## config.mk

```make
export PLATFORM = sky130hd
export DESIGN_NAME = fetch_unit
export DESIGN_NICKNAME = d
export VERILOG_FILES = /design/src/rtl/fetch_pkg.sv /design/src/rtl/fetch_fifo.sv /design/src/rtl/fetch_unit.sv
export SDC_FILE = /design/constraint.sdc
export NUM_CORES = 1
export LEC_CHECK = 0
export BUFFER_PORTS_ARGS = -buffer_cell sky130_fd_sc_hd__buf_2
export CAP_MARGIN = 25
export CORE_MARGIN = 5
export CORE_UTILIZATION = 59
export DETAILED_ROUTE_END_ITERATION = 10
export PLACE_DENSITY = 0.92
export REMOVE_ABC_BUFFERS = 1
export SETUP_SLACK_MARGIN = 0.4
export SKIP_LAST_GASP = 1
export SYNTH_ARGS = -nofsm -noshare
export SYNTH_HDL_FRONTEND = slang
export SYNTH_SLANG_ARGS = --single-unit
```

## constraint.sdc

```tcl
create_clock -name clk -period 4.9 [get_ports clk]
set_input_delay 0.49 -clock clk [delete_from_list [all_inputs] [get_ports clk]]
set_output_delay 0.49 -clock clk [all_outputs]
set_load 0.1 [all_outputs]
```

## src/rtl/fetch_pkg.sv

```systemverilog
// Shared fetch types and constants: PC/instruction widths, PC increment, buffer entry.
// No logic; no latency.
// No flow control; types only.
package fetch_pkg;
    localparam int PC_W    = 9;
    localparam int INSTR_W = 32;
    localparam logic [PC_W-1:0] PC_STEP = 9'd4;

    typedef struct packed {
        logic [INSTR_W-1:0] instr;
        logic [PC_W-1:0]    pc;
    } fetch_entry_t;
endpackage

```

## src/rtl/fetch_fifo.sv

```systemverilog
// Circular buffer of fetched {instr, pc} entries with an occupancy count and flush.
// Head is read straight from the storage registers; a push is visible one cycle later.
// No internal stall; the caller never pushes when full or pops when empty.
module fetch_fifo
    import fetch_pkg::*;
#(
    parameter int DEPTH = 2
) (
    input  logic                         clk,
    input  logic                         reset,
    input  logic                         flush,
    input  logic                         push,
    input  fetch_entry_t                 push_entry,
    input  logic                         pop,
    output fetch_entry_t                 head,
    output logic                         full,
    output logic                         empty,
    output logic [$clog2(DEPTH+1)-1:0]   count
);
    localparam int CNT_W = $clog2(DEPTH + 1);
    localparam int PTR_W = (DEPTH > 1) ? $clog2(DEPTH) : 1;

    fetch_entry_t       mem [DEPTH];
    logic [PTR_W-1:0]   rd_ptr;
    logic [PTR_W-1:0]   wr_ptr;

    function automatic logic [PTR_W-1:0] ptr_next(input logic [PTR_W-1:0] p);
        return (p == PTR_W'(DEPTH - 1)) ? '0 : p + 1'b1;
    endfunction

    assign head  = mem[rd_ptr];
    assign full  = (count == CNT_W'(DEPTH));
    assign empty = (count == '0);

    // Storage, pointers and count; flush drops contents but leaves storage as-is.
    always_ff @(posedge clk or posedge reset) begin
        if (reset) begin
            rd_ptr <= '0;
            wr_ptr <= '0;
            count  <= '0;
            for (int i = 0; i < DEPTH; i++) begin
                mem[i] <= '0;
            end
        end else if (flush) begin
            rd_ptr <= '0;
            wr_ptr <= '0;
            count  <= '0;
        end else begin
            if (push) begin
                mem[wr_ptr] <= push_entry;
                wr_ptr      <= ptr_next(wr_ptr);
            end
            if (pop) begin
                rd_ptr <= ptr_next(rd_ptr);
            end
            if (push && !pop) begin
                count <= count + 1'b1;
            end else if (pop && !push) begin
                count <= count - 1'b1;
            end
        end
    end
endmodule

```

## src/rtl/fetch_unit.sv

```systemverilog
// Instruction fetch: PC, one-outstanding-read issue control and a FIFO_DEPTH output buffer.
// First instruction valid 2 cycles after its imem_en; one per cycle sustained; outputs registered.
// Issue is throttled so buffered + inflight never exceeds FIFO_DEPTH; FETCH_PERF_CNT_EN adds counters.
module fetch_unit
    import fetch_pkg::*;
#(
    parameter logic [PC_W-1:0] RESET_PC   = 9'h000,
    parameter int              FIFO_DEPTH = 2
) (
    input  logic                clk,
    input  logic                reset,
    output logic                imem_en,
    output logic [PC_W-1:0]     imem_addr,
    input  logic [INSTR_W-1:0]  imem_rdata,
    input  logic                redirect_valid,
    input  logic [PC_W-1:0]     redirect_pc,
    output logic [INSTR_W-1:0]  instruction,
    output logic [PC_W-1:0]     o_pc,
    output logic                o_valid,
    input  logic                i_ready
`ifdef FETCH_PERF_CNT_EN
    ,
    output logic [31:0]         o_fetch_count,
    output logic [31:0]         o_stall_count
`endif
);
    localparam int CNT_W = $clog2(FIFO_DEPTH + 1);
    localparam int OCC_W = CNT_W + 1;

    logic [PC_W-1:0]  pc;
    logic [PC_W-1:0]  pending_pc;
    logic             inflight;
    logic             issue;
    logic             pop;
    logic             push;
    logic [OCC_W-1:0] occ;

    fetch_entry_t     push_entry;
    fetch_entry_t     head;
    logic             fifo_full;
    logic             fifo_empty;
    logic [CNT_W-1:0] fifo_count;

    assign o_valid     = ~fifo_empty;
    assign instruction = head.instr;
    assign o_pc        = head.pc;
    assign pop         = o_valid & i_ready;

    // A redirect kills the response arriving this cycle; full is never seen with inflight set.
    assign push       = inflight & ~redirect_valid & ~fifo_full;
    assign push_entry = '{instr: imem_rdata, pc: pending_pc};

    // Slots already claimed after this cycle's pop; issue only if one remains free.
    assign occ       = {1'b0, fifo_count} + OCC_W'(inflight) - OCC_W'(pop);
    assign issue     = ~reset & ~redirect_valid & (occ < OCC_W'(FIFO_DEPTH));
    assign imem_en   = issue;
    assign imem_addr = pc;

    // PC and outstanding-read tracking; a redirect overrides any issue.
    always_ff @(posedge clk or posedge reset) begin
        if (reset) begin
            pc         <= RESET_PC;
            pending_pc <= '0;
            inflight   <= 1'b0;
        end else if (redirect_valid) begin
            pc         <= redirect_pc;
            inflight   <= 1'b0;
        end else begin
            inflight <= issue;
            if (issue) begin
                pending_pc <= pc;
                pc         <= pc + PC_STEP;
            end
        end
    end

    fetch_fifo #(
        .DEPTH      (FIFO_DEPTH)
    ) u_fifo (
        .clk        (clk),
        .reset      (reset),
        .flush      (redirect_valid),
        .push       (push),
        .push_entry (push_entry),
        .pop        (pop),
        .head       (head),
        .full       (fifo_full),
        .empty      (fifo_empty),
        .count      (fifo_count)
    );

`ifdef FETCH_PERF_CNT_EN
    // Completed transfers and backpressured cycles, both free-running modulo 2^32.
    always_ff @(posedge clk or posedge reset) begin
        if (reset) begin
            o_fetch_count <= '0;
            o_stall_count <= '0;
        end else begin
            if (pop) begin
                o_fetch_count <= o_fetch_count + 32'd1;
            end
            if (o_valid && !i_ready) begin
                o_stall_count <= o_stall_count + 32'd1;
            end
        end
    end
`endif
endmodule

```

# Word-level counts from Yosys, hierarchy flattened
# Index checks and enable logic that the tools add are counted.
dict set report word_totals {
  reg_bits 105
  latch_bits 0
  mem_bits_rw 0
  romBits 0
  inputBits 45
  out_inout_bits 52
  word_cells 63
  memories 0
}
dict set report classes {
  n_addsub 7
  mul 0
  div_mod_pow 0
  n_lt_le_gt_ge 4
  n_eq_ne 1
  shift 0
  mux 18
  n_bitwise 11
  reduce_logical 12
}
# op count
set ops {}
lappend ops {{2-to-1 mux 41 bit} 4}
lappend ops {{bitwise mux 82 bit} 1}
lappend ops {{demux 41 bit (select 1 bit)} 1}
lappend ops {{2-to-1 mux 9 bit} 2}
lappend ops {{adder 9 x 3 -> 9 bit (second input constant)} 1}
lappend ops {{2-to-1 mux 1 bit} 7}
lappend ops {{2-to-1 mux 2 bit} 3}
lappend ops {{nonzero test 2 bit} 3}
lappend ops {{bitwise AND 1 bit} 5}
lappend ops {{greater-or-equal comparator 2 bit (second input constant)} 2}
lappend ops {{inverter 1 bit} 4}
lappend ops {{inverter 1 -> 2 bit} 2}
lappend ops {{AND reduction 2 bit} 2}
lappend ops {{adder 2 x 1 -> 3 bit} 1}
lappend ops {{logical AND 1 bit} 3}
lappend ops {{< comparator 3 x 2 -> 1 bit (second input constant)} 1}
lappend ops {{nonzero test 3 bit} 1}
lappend ops {{subtractor 3 x 1 -> 3 bit} 1}
lappend ops {{adder 1 bit (second input constant)} 2}
lappend ops {{adder 2 x 1 -> 2 bit (second input constant)} 1}
lappend ops {{== test 2 bit (second input constant)} 1}
lappend ops {{logical NOT 1 bit} 2}
lappend ops {{logical NOT 2 bit} 1}
lappend ops {{< comparator 2 x 1 -> 1 bit (second input constant)} 1}
lappend ops {{subtractor 2 x 1 -> 2 bit (second input constant)} 1}

# Depth between registers and ports, before layout
# Gate-level depths: netlist (run 1).
dict set report logic_depth {
  ltp_word 8
  ltp_mapped 10
}

# By module
# From an unflattened synthesis (run 1), not the netlist that was laid out.
dict set report unflattened {
  cells_unflattened 332
  hier_area_um2 4693.3
}
# mod n_inst cells_per_inst area_per_inst_um2 seq_area_each_um2
set by_module_without_submodules {}
lappend by_module_without_submodules {fetch_fifo 1 241 3766.1 2152.1}
lappend by_module_without_submodules {fetch_unit 1 91 927.1 475.5}

# Worst setup path before layout (run 1)
# Ideal clock, no wire load.
dict set report synth_path {
  kind {register -> output}
  startpoint {register u_fifo.count[1]}
  endpoint {output imem_en}
  arrival_ns 3.439
  required_ns 4.410
  path_slack_ns 0.971
  stages_incl_launch_ff 10
  n_path_buf 1
  cell_sequence {dfrtp_1 or2_2 and2_1 ha_1 nand2b_1 fa_1 nor2b_1 nand3_4 buf_8 inv_1}
}
dict set report synth_via {
  elab_chain_len 6
}
# element line_no
set synth_rtl {}
lappend synth_rtl {{from (decl)} fetch_fifo.sv:18} ;# output logic [$clog2(DEPTH+1)-1:0] count
lappend synth_rtl {{from (signal assigned)} fetch_fifo.sv:57} ;# count <= count + 1'b1;
lappend synth_rtl {{from (signal assigned)} fetch_fifo.sv:59} ;# count <= count - 1'b1;
lappend synth_rtl {{logical NOT 2 bit} fetch_fifo.sv:33} ;# assign empty = (count == '0);
lappend synth_rtl {{inverter 1 bit} fetch_unit.sv:44} ;# assign o_valid = ~fifo_empty;
lappend synth_rtl {{net o_valid} fetch_unit.sv:19} ;# output logic o_valid,
lappend synth_rtl {{bitwise AND 1 bit} fetch_unit.sv:47} ;# assign pop = o_valid & i_ready;
lappend synth_rtl {{subtractor 3 x 1 -> 3 bit} fetch_unit.sv:54} ;# assign occ = {1'b0, fifo_count} + OCC_W'(inflight) - OCC_W'(pop);
lappend synth_rtl {{< comparator 3 x 2 -> 1 bit} fetch_unit.sv:55} ;# assign issue = ~reset & ~redirect_valid & (occ < OCC_W'(FIFO_DEPTH));
lappend synth_rtl {{bitwise AND 1 bit} fetch_unit.sv:55}
lappend synth_rtl {{to (decl)} fetch_unit.sv:12} ;# output logic imem_en,
# The timed path passes the listed nets, and every way through them passes these cells.

# Final worst setup path (run 1)
dict set report layout_path {
  startpoint {register u_fifo.count[1]}
  endpoint {output imem_en}
}
dict set report layout_via {
  elab_chain_len 6
}
# element line_no
set layout_rtl {}
lappend layout_rtl {{parallel branches: the longest is 3 deep, another holds adder 2 x 1 -> 3 bit} -}
lappend layout_rtl {{subtractor 3 x 1 -> 3 bit (*)} fetch_unit.sv:54}
lappend layout_rtl {{< comparator 3 x 2 -> 1 bit (*)} fetch_unit.sv:55}
lappend layout_rtl {{bitwise AND 1 bit (*)} fetch_unit.sv:55}
# Every way passes the cells marked *.

==> metrics.md, run 1 <==
| Metric | Value |
|---|---|
| RSZ-0062 raised after global routing | no |
| Via density | 5.697 |
| First-pass GRT wire length | 15,550 um |
| Sink Count | 105 |
| Worst Slack Setup Final | 0.8749 ns |
| Top-area cell type share of the netlist area | 55.93% |
| Die X | 99.24 um |
| Initial antenna violation count | 0 |
| Vias in the first global route | 3,189 |
| Hold Path Class | in -> async |
| Share of layout cells above drive strength 1 | 60.88% |
| Number of placement rows | 32 |
| Detailed Route WL | around 9300 um |
| Pwr Total | 3.746 mW |
| FILL cells | approximately 530 |
| Largest net degree at the start of global routing | 58 |
| FFs w/ async S/R, synth | 100.0% |
| Fin crit period | a little over 4 ns |
| Status | complete, no violations |
| Final setup fails | 0 |
| Slew Viols, Final | 0 |
| Core ar. | 7727 um2 |
| Routability cong. | 0.8917 |
| Drt pass-1 iters | 4 |
| Sequential cell area | 2629 um2 |
| Number of flops mapped to enable cells by yosys | 0 |
| IO Pins | 97 |
| Final setup skew | 0.01218 ns |
| R2R cell count | 9 |
| DP HPWL | ~6300 um |
| Synth Flop Type | dfrtp_1 |
| Pre-CTS setup slack | around 1.3 ns |
| CP Data Required Time | roughly 4.4 ns |
| # Max-Cap Violations | 0 |
| Final ANT Viol Nets | 0 |
| FF-to-FF Start | u_fifo.count[1] |
| Maximum clock insertion buffer count | 2 |
| Final net count | 454 |
| Synth cell types | 36 |
| Max-slew headroom | 33.25% |
| 1st-iter DRT viols | 64 |
| Leak Pwr | about 2.6 nW |
| Slew @ Worst Pin | 1.001 ns |
| CP Launch Type | register |
| Register area share after synthesis | 55.93% |
| # diodes | 0 |
| Crit path max fanout | 17 |
| Max H-tree Level | 3 |
| Post-synth design cell area | 4698 um2 |
| CP Capture Point | imem_en |
| Gr busiest metal | met2 |
| Area leader, netlist | dfrtp_1 |
| Cts bufs inserted | 9 |
| Area contributors post-synth | dfrtp_1 (56%), mux2_2 (29%), mux2_4 (1.9%) |
| Met3 Use GR | under 10% |
| R2R Setup Slk | 1.74 ns |
| Syn. warnings | 0 |
| Commonest cells in the netlist | mux2_2 (121), dfrtp_1 (105), buf_2 (9), mux2_1 (7) |
| Buffers added on ports | 96 |
| Worst EP arrival | roughly 3.5 ns |
| GRT Total Usage | 19.79% |
| CTS tree | yes |
| Cell count after synthesis | 312 |
| Vias | 2,911 |
| Critical Path Sink Type | output port |
| Final Cycle Share | 82.14% |
| Hold-fix buffers, CTS | 0 |
| Chip height | 99.24 um |
| Area occupied by multi-input gates | 1939 um2 |
| Most common cell in the synthesized netlist | mux2_2 |
| Clk root buf | clkbuf_8 |
| Final Hold Vio Count | 0 |
| Setup CP Type | reg -> out |
| Mapped Avg Cell Area | roughly 15 um2 |
| Worst-path clk slew | about 0.090 ns |
| Clk Latency, worst-skew pair | ~0.36 ns |
| Gr ovfl total | 0 |
| Post-CTS sizing | 0 |
| Met1 usage | 26.64% |
| Die area | 9848 um2 |
| Layout area overhead | 15.47% |
| Setup TNS | 0 ns |
| Seq cells post-synth | between 100 and 150 |
| F_max | 248.4 MHz |
| Worst vdd ir | 0.5277 mV |
| Pwr dens | between 600 and 700 nW/um2 |
| Initial Utilization | approximately three fifths |
| Worst setup path start | u_fifo.count[1] |
| Post-route DRC | 0 |
| Wire length per cell | 18.18 um |
| GR Layer Usage met2 | 31.77% |
| Post-CTS setup buffers | 0 |
| Worst R2R End | imem_addr[4] |
[placed cells by master (no fill, tap or decap), types with 3 or more instances in the layout]
master / netlist / routed
a221o_1: 5 / 5
buf_4: 0 / 3
mux2_4: 6 / 6
clkbuf_8: 0 / 9
nor2_1: 6 / 6
mux2_1: 7 / 7
dfrtp_1: 105 / 104
nand2b_1: 3 / 3
nand2_1: 4 / 4
nor3b_1: 3 / 3
inv_1: 4 / 3
buf_2: 9 / 96
a31oi_1: 4 / 4
mux2_2: 121 / 121
[state kept, by name, indices dropped and copies added (netlist names)]
signal	count
imem_addr	9
pending_pc	9
u_fifo.mem	82
u_fifo.count	2
u_fifo.rd_ptr	1
u_fifo.wr_ptr	1
inflight	1
[area by class of cell]
class | instances | share of cell area [%]
clock buffers | 9 | 2.283
clock inverters | 5 | 1.499
inverters | 5 | 0.3921
multi-input cells | 186 | 35.75
flip-flops and latches | 105 | 48.45
well taps | 102 | 2.352
repair buffers | 99 | 9.271
[per-layer routing]
layer / vias up / part of all wire, %
met2: 105 / 48
met5: - / 0
met3: 15 / 6.5
met4: 0 / 1.6
li1: 1316 / -
met1: 1475 / 44
[report_power, final]
| group | internal (mW) | total (mW) | leakage, nW | switching, mW |
|---|---|---|---|---|
| Sequential | 1.16 | 1.33 | 1.30 | 0.173 |
| Clock | 0.283 | 0.570 | 0.102 | 0.287 |
| Combinational | 0.462 | 1.84 | 1.16 | 1.38 |
[cell families (layout without fill, tap and decap cells)]
kind of cell    count (synthesis)  after routing  share of synthesized area, %
simple gates                   29             29                         3.808
xor+xnor                        3              3                        0.7192
compound gates                 16             16                         2.983
flops                         105            105                         55.93
mux                           135            135                         32.81
fa+ha+maj                       3              3                        0.9587
buf+inv                        21            118                         2.796
[worst min path at each step]
stage / start / end / slack, ns
after global routing: reset / imem_addr[2] / 0.31
final: reset / imem_addr[6] / 0.26
after global placement: u_fifo.mem[43] / u_fifo.mem[43] / 0.47
after detailed placement: u_fifo.mem[44] / u_fifo.mem[44] / 0.47
after floorplan: u_fifo.mem[43] / u_fifo.mem[43] / 0.45
after CTS: reset / u_fifo.mem[1] / 0.27
[metrics by stage]
step	instance area (um2)	hold slack [ns]	util [%]	std cells
2_1_floorplan	4586	0.4541	-	296
3_3_place_gp	5220	0.4655	67.55	497
3_5_place_dp	5220	0.4722	67.55	497
4_1_cts	5425	0.2680	70.21	511
5_1_grt	5425	0.3121	70.21	511
6_report	5425	0.2648	70.21	511
[critical path, stage by stage (launching register included)]
cell and delay, ns:
dfrtp_1 0.49, or2_2 0.33, and2_1 0.19, ha_1 0.26, nand2b_1 0.15, fa_1 0.48, nor2b_1 0.41, nand3_4 0.31
inv_1 0.11, buf_2 0.43
Note: power is estimated with default switching activity, not from simulation.
==> run 2: changes to the inputs <==
- CORE_UTILIZATION: 59 -> 49
- PLACE_DENSITY: 0.92 -> 0.82
- clock period: 4.9 -> 3.55 ns (I/O delays scaled with it)
==> run 2 against run 1 <==
Net effect:
- non-clock buffer count is 13 higher
- design area is 3.2% higher
- clock power is 33% higher
- sequential share of layout area is 1.5 points lower
- combinational power is 40% higher
- register-to-register slack worse by 1.1 ns
- sequential power is 37% higher
- largest cell class unchanged
- largest power group unchanged
==> metrics.md, run 2 (same netlist as run 1, synthesis figures left out) <==
| Metric | Value |
|---|---|
| Sw power | 2.520 mW (+37%) |
| Setup CP Type | reg -> out |
| Hold-fix buffers, CTS | 0 (unchanged) |
| # Max-Cap Violations | 0 (unchanged) |
| IO Pins | 97 (unchanged) |
| F_max | 334.9 MHz |
| Maximum clock insertion buffer count | 2 (unchanged) |
| Final Cycle Share | 84.12% |
| Switching share of power | 48.93% (-0.17 points) |
| Clk pwr share | 14.7% (-0.5 points) |
| Die X | 107.9 um (+8.8%) |
| Buffers added on ports | 96 (unchanged) |
| First-pass GRT wire length | 15,890 um (+2.2%) |
| Worst setup path start | u_fifo.count[1] |
| Worst-path clk slew | 0.10 ns (about the same) |
| Routability cong. | 0.8192 (-8.1%) |
| Slew Viols, Final | 0 (unchanged) |
| Worst Slack Setup Final | 0.5636 ns (-0.3113 ns) |
| Clk root buf | clkbuf_8 |
| Gr ovfl total | 0 (unchanged) |
| Setup TNS | 0 ns (unchanged) |
| Chip height | 107.9 um (+8.8%) |
| GRT Total Usage | 17.19% (-2.6 points) |
| Leak Pwr | 2.641 nW (+3.0%) |
| Final Hold Vio Count | 0 (unchanged) |
| Core ar. | 9284 um2 (+20%) |
| RSZ-0062 raised after global routing | no |
| Final setup skew | 0.01033 ns (-0.001850 ns) |
| Max-slew headroom | 43.15% (+9.9 points) |
| Initial antenna violation count | 0 (unchanged) |
| Fin crit period | 2.986 ns |
| Final net count | 467 (+2.9%) |
| Share of layout cells above drive strength 1 | 62.97% (+2.1 points) |
| Number of flip-flops in the largest register | 82 (unchanged) |
| Die area | 11,650 um2 (+18%) |
| Pre-CTS setup slack | 0.4854 ns (-0.7937 ns) |
| Slew @ Worst Pin | 0.8528 ns (-0.1484 ns) |
| Post-route DRC | 0 (unchanged) |
| Worst EP arrival | 2.63 ns (-0.91 ns) |
| Cts bufs inserted | 9 (unchanged) |
| Drt pass-1 iters | 4 (unchanged) |
| Final setup fails | 0 (unchanged) |
| Number of placement rows | 35 (+9.4%) |
| Seq pwr share | 35.3% (-0.3 points) |
| Worst R2R End | pending_pc[7] |
| CP Launch Type | register |
| Pwr dens | 919.7 nW/um2 (+33%) |
| Critical Path Sink Type | output port |
| R2R Setup Slk | 0.69 ns (-1.05 ns) |
| Detailed Route WL | 9378 um (+0.94%) |
| Status | complete, no violations |
| Sink Count | 105 (unchanged) |
| Hold Path Class | in -> async |
| Gate power share | 50.0% (+0.8 points) |
| Pint | 2.630 mW (+38%) |
| Most frequent cells in the layout | mux2_2 (121), dfrtp_1 (103), buf_2 (95), buf_4 (16), clkbuf_8 (11) |
| Initial Utilization | 50.61% (-10 points) |
| CTS tree | yes |
| Layout area overhead | 19.17% |
| Vias in the first global route | 3,277 (+2.8%) |
| R2R cell count | 11 (+2) |
| Leading cell type in the layout, fill and taps excluded | mux2_2 |
| Wire length per cell | 16.96 um (-6.7%) |
| Via density | 5.257 (-7.7%) |
| FF-to-FF Start | u_fifo.count[1] |
| Clk Latency, worst-skew pair | 0.35 ns (about the same) |
| CP Capture Point | imem_en |
| Largest net degree at the start of global routing | 72 (+24%) |
| # diodes | 0 (unchanged) |
| 1st-iter DRT viols | 105 (+64%) |
| CP Data Required Time | 3.19 ns (-1.22 ns) |
| DP HPWL | 6428 um (+2.4%) |
| Worst vdd ir | 0.5404 mV (+2.4%) |
| Vias | 2,907 (-0.14%) |
| Top reg by flops | u_fifo.mem |
| Crit path max fanout | 2 (-15) |
| Max H-tree Level | 3 (unchanged) |
| Final ANT Viol Nets | 0 (unchanged) |
## run 2: final cells by class
| class | count | area, um2 |
|---|---|---|
| Clock buffer | 13 | 158.9 |
| Clock inverter | 3 | 47.55 |
| Fill cell | 730 | 3685 |
| Inverter | 5 | 21.27 |
| Multi-Input combinational cell | 186 | 1964 |
| Sequential cell | 105 | 2630 |
| Tap cell | 129 | 161.4 |
| Timing Repair Buffer | 112 | 615.6 |
## run 2: worst min-delay path by stage
stage	start	endpoint	slack (ns)	cells after the start
floorplan	redirect_valid	u_fifo.rd_ptr	0.42	1
global placement	u_fifo.mem[44]	u_fifo.mem[44]	0.47	1
detailed placement	u_fifo.mem[8]	u_fifo.mem[8]	0.48	1
CTS	reset	u_fifo.count[0]	0.20	2
global route	imem_rdata[7]	u_fifo.mem[16]	0.22	2
finish	reset	inflight	0.17	2
## run 2: stage by stage
step / utilization, % / total power, mW / hold slack, ns / instance area, um2 / instances
6_report: 60.31 / 5.149 / 0.1746 / 5599 / 553
5_1_grt: 60.31 / 5.391 / 0.2170 / 5599 / 553
4_1_cts: 59.88 / 5.187 / 0.2034 / 5559 / 551
3_5_place_dp: 57.24 / 4.420 / 0.4752 / 5314 / 530
3_3_place_gp: 57.24 / 4.350 / 0.4652 / 5314 / 530
2_1_floorplan: - / 4.045 / 0.4213 / 4586 / 296
## run 2: critical path, stage by stage, from the launching register on
cell	delay (ns)
dfrtp_2	0.42
or2_4	0.25
and2_4	0.18
ha_4	0.20
nand2b_4	0.13
fa_1	0.51
nor2b_1	0.12
buf_4	0.13
nand3_4	0.08
inv_2	0.08
buf_12	0.17
## run 2: routing by layer
layer / part of all wire, % / GRT usage, % / up-vias
met4: 1.6 / 6.132 / 0
met1: 46 / 22.92 / 1448
met5: 0 / 0 / -
met3: 6.4 / 3.959 / 12
met2: 46 / 27.62 / 101
li1: - / - / 1346
## run 2: repair_timing
action	4_1_cts	5_1_grt
setup endpoints to repair	1	3
buffers inserted	5	2
pin swaps	1	2
gates resized for setup	2	4
## run 2: power by group through the flow
stage | clock network, mW | registers (mW) | logic (mW)
final | 0.757 | 1.82 | 2.57
after global routing | 0.833 | 1.87 | 2.69
after CTS | 0.780 | 1.82 | 2.59
after detailed placement | 0 | 1.85 | 2.57
after global placement | 0 | 1.81 | 2.54
after floorplan | 0 | 1.86 | 2.18
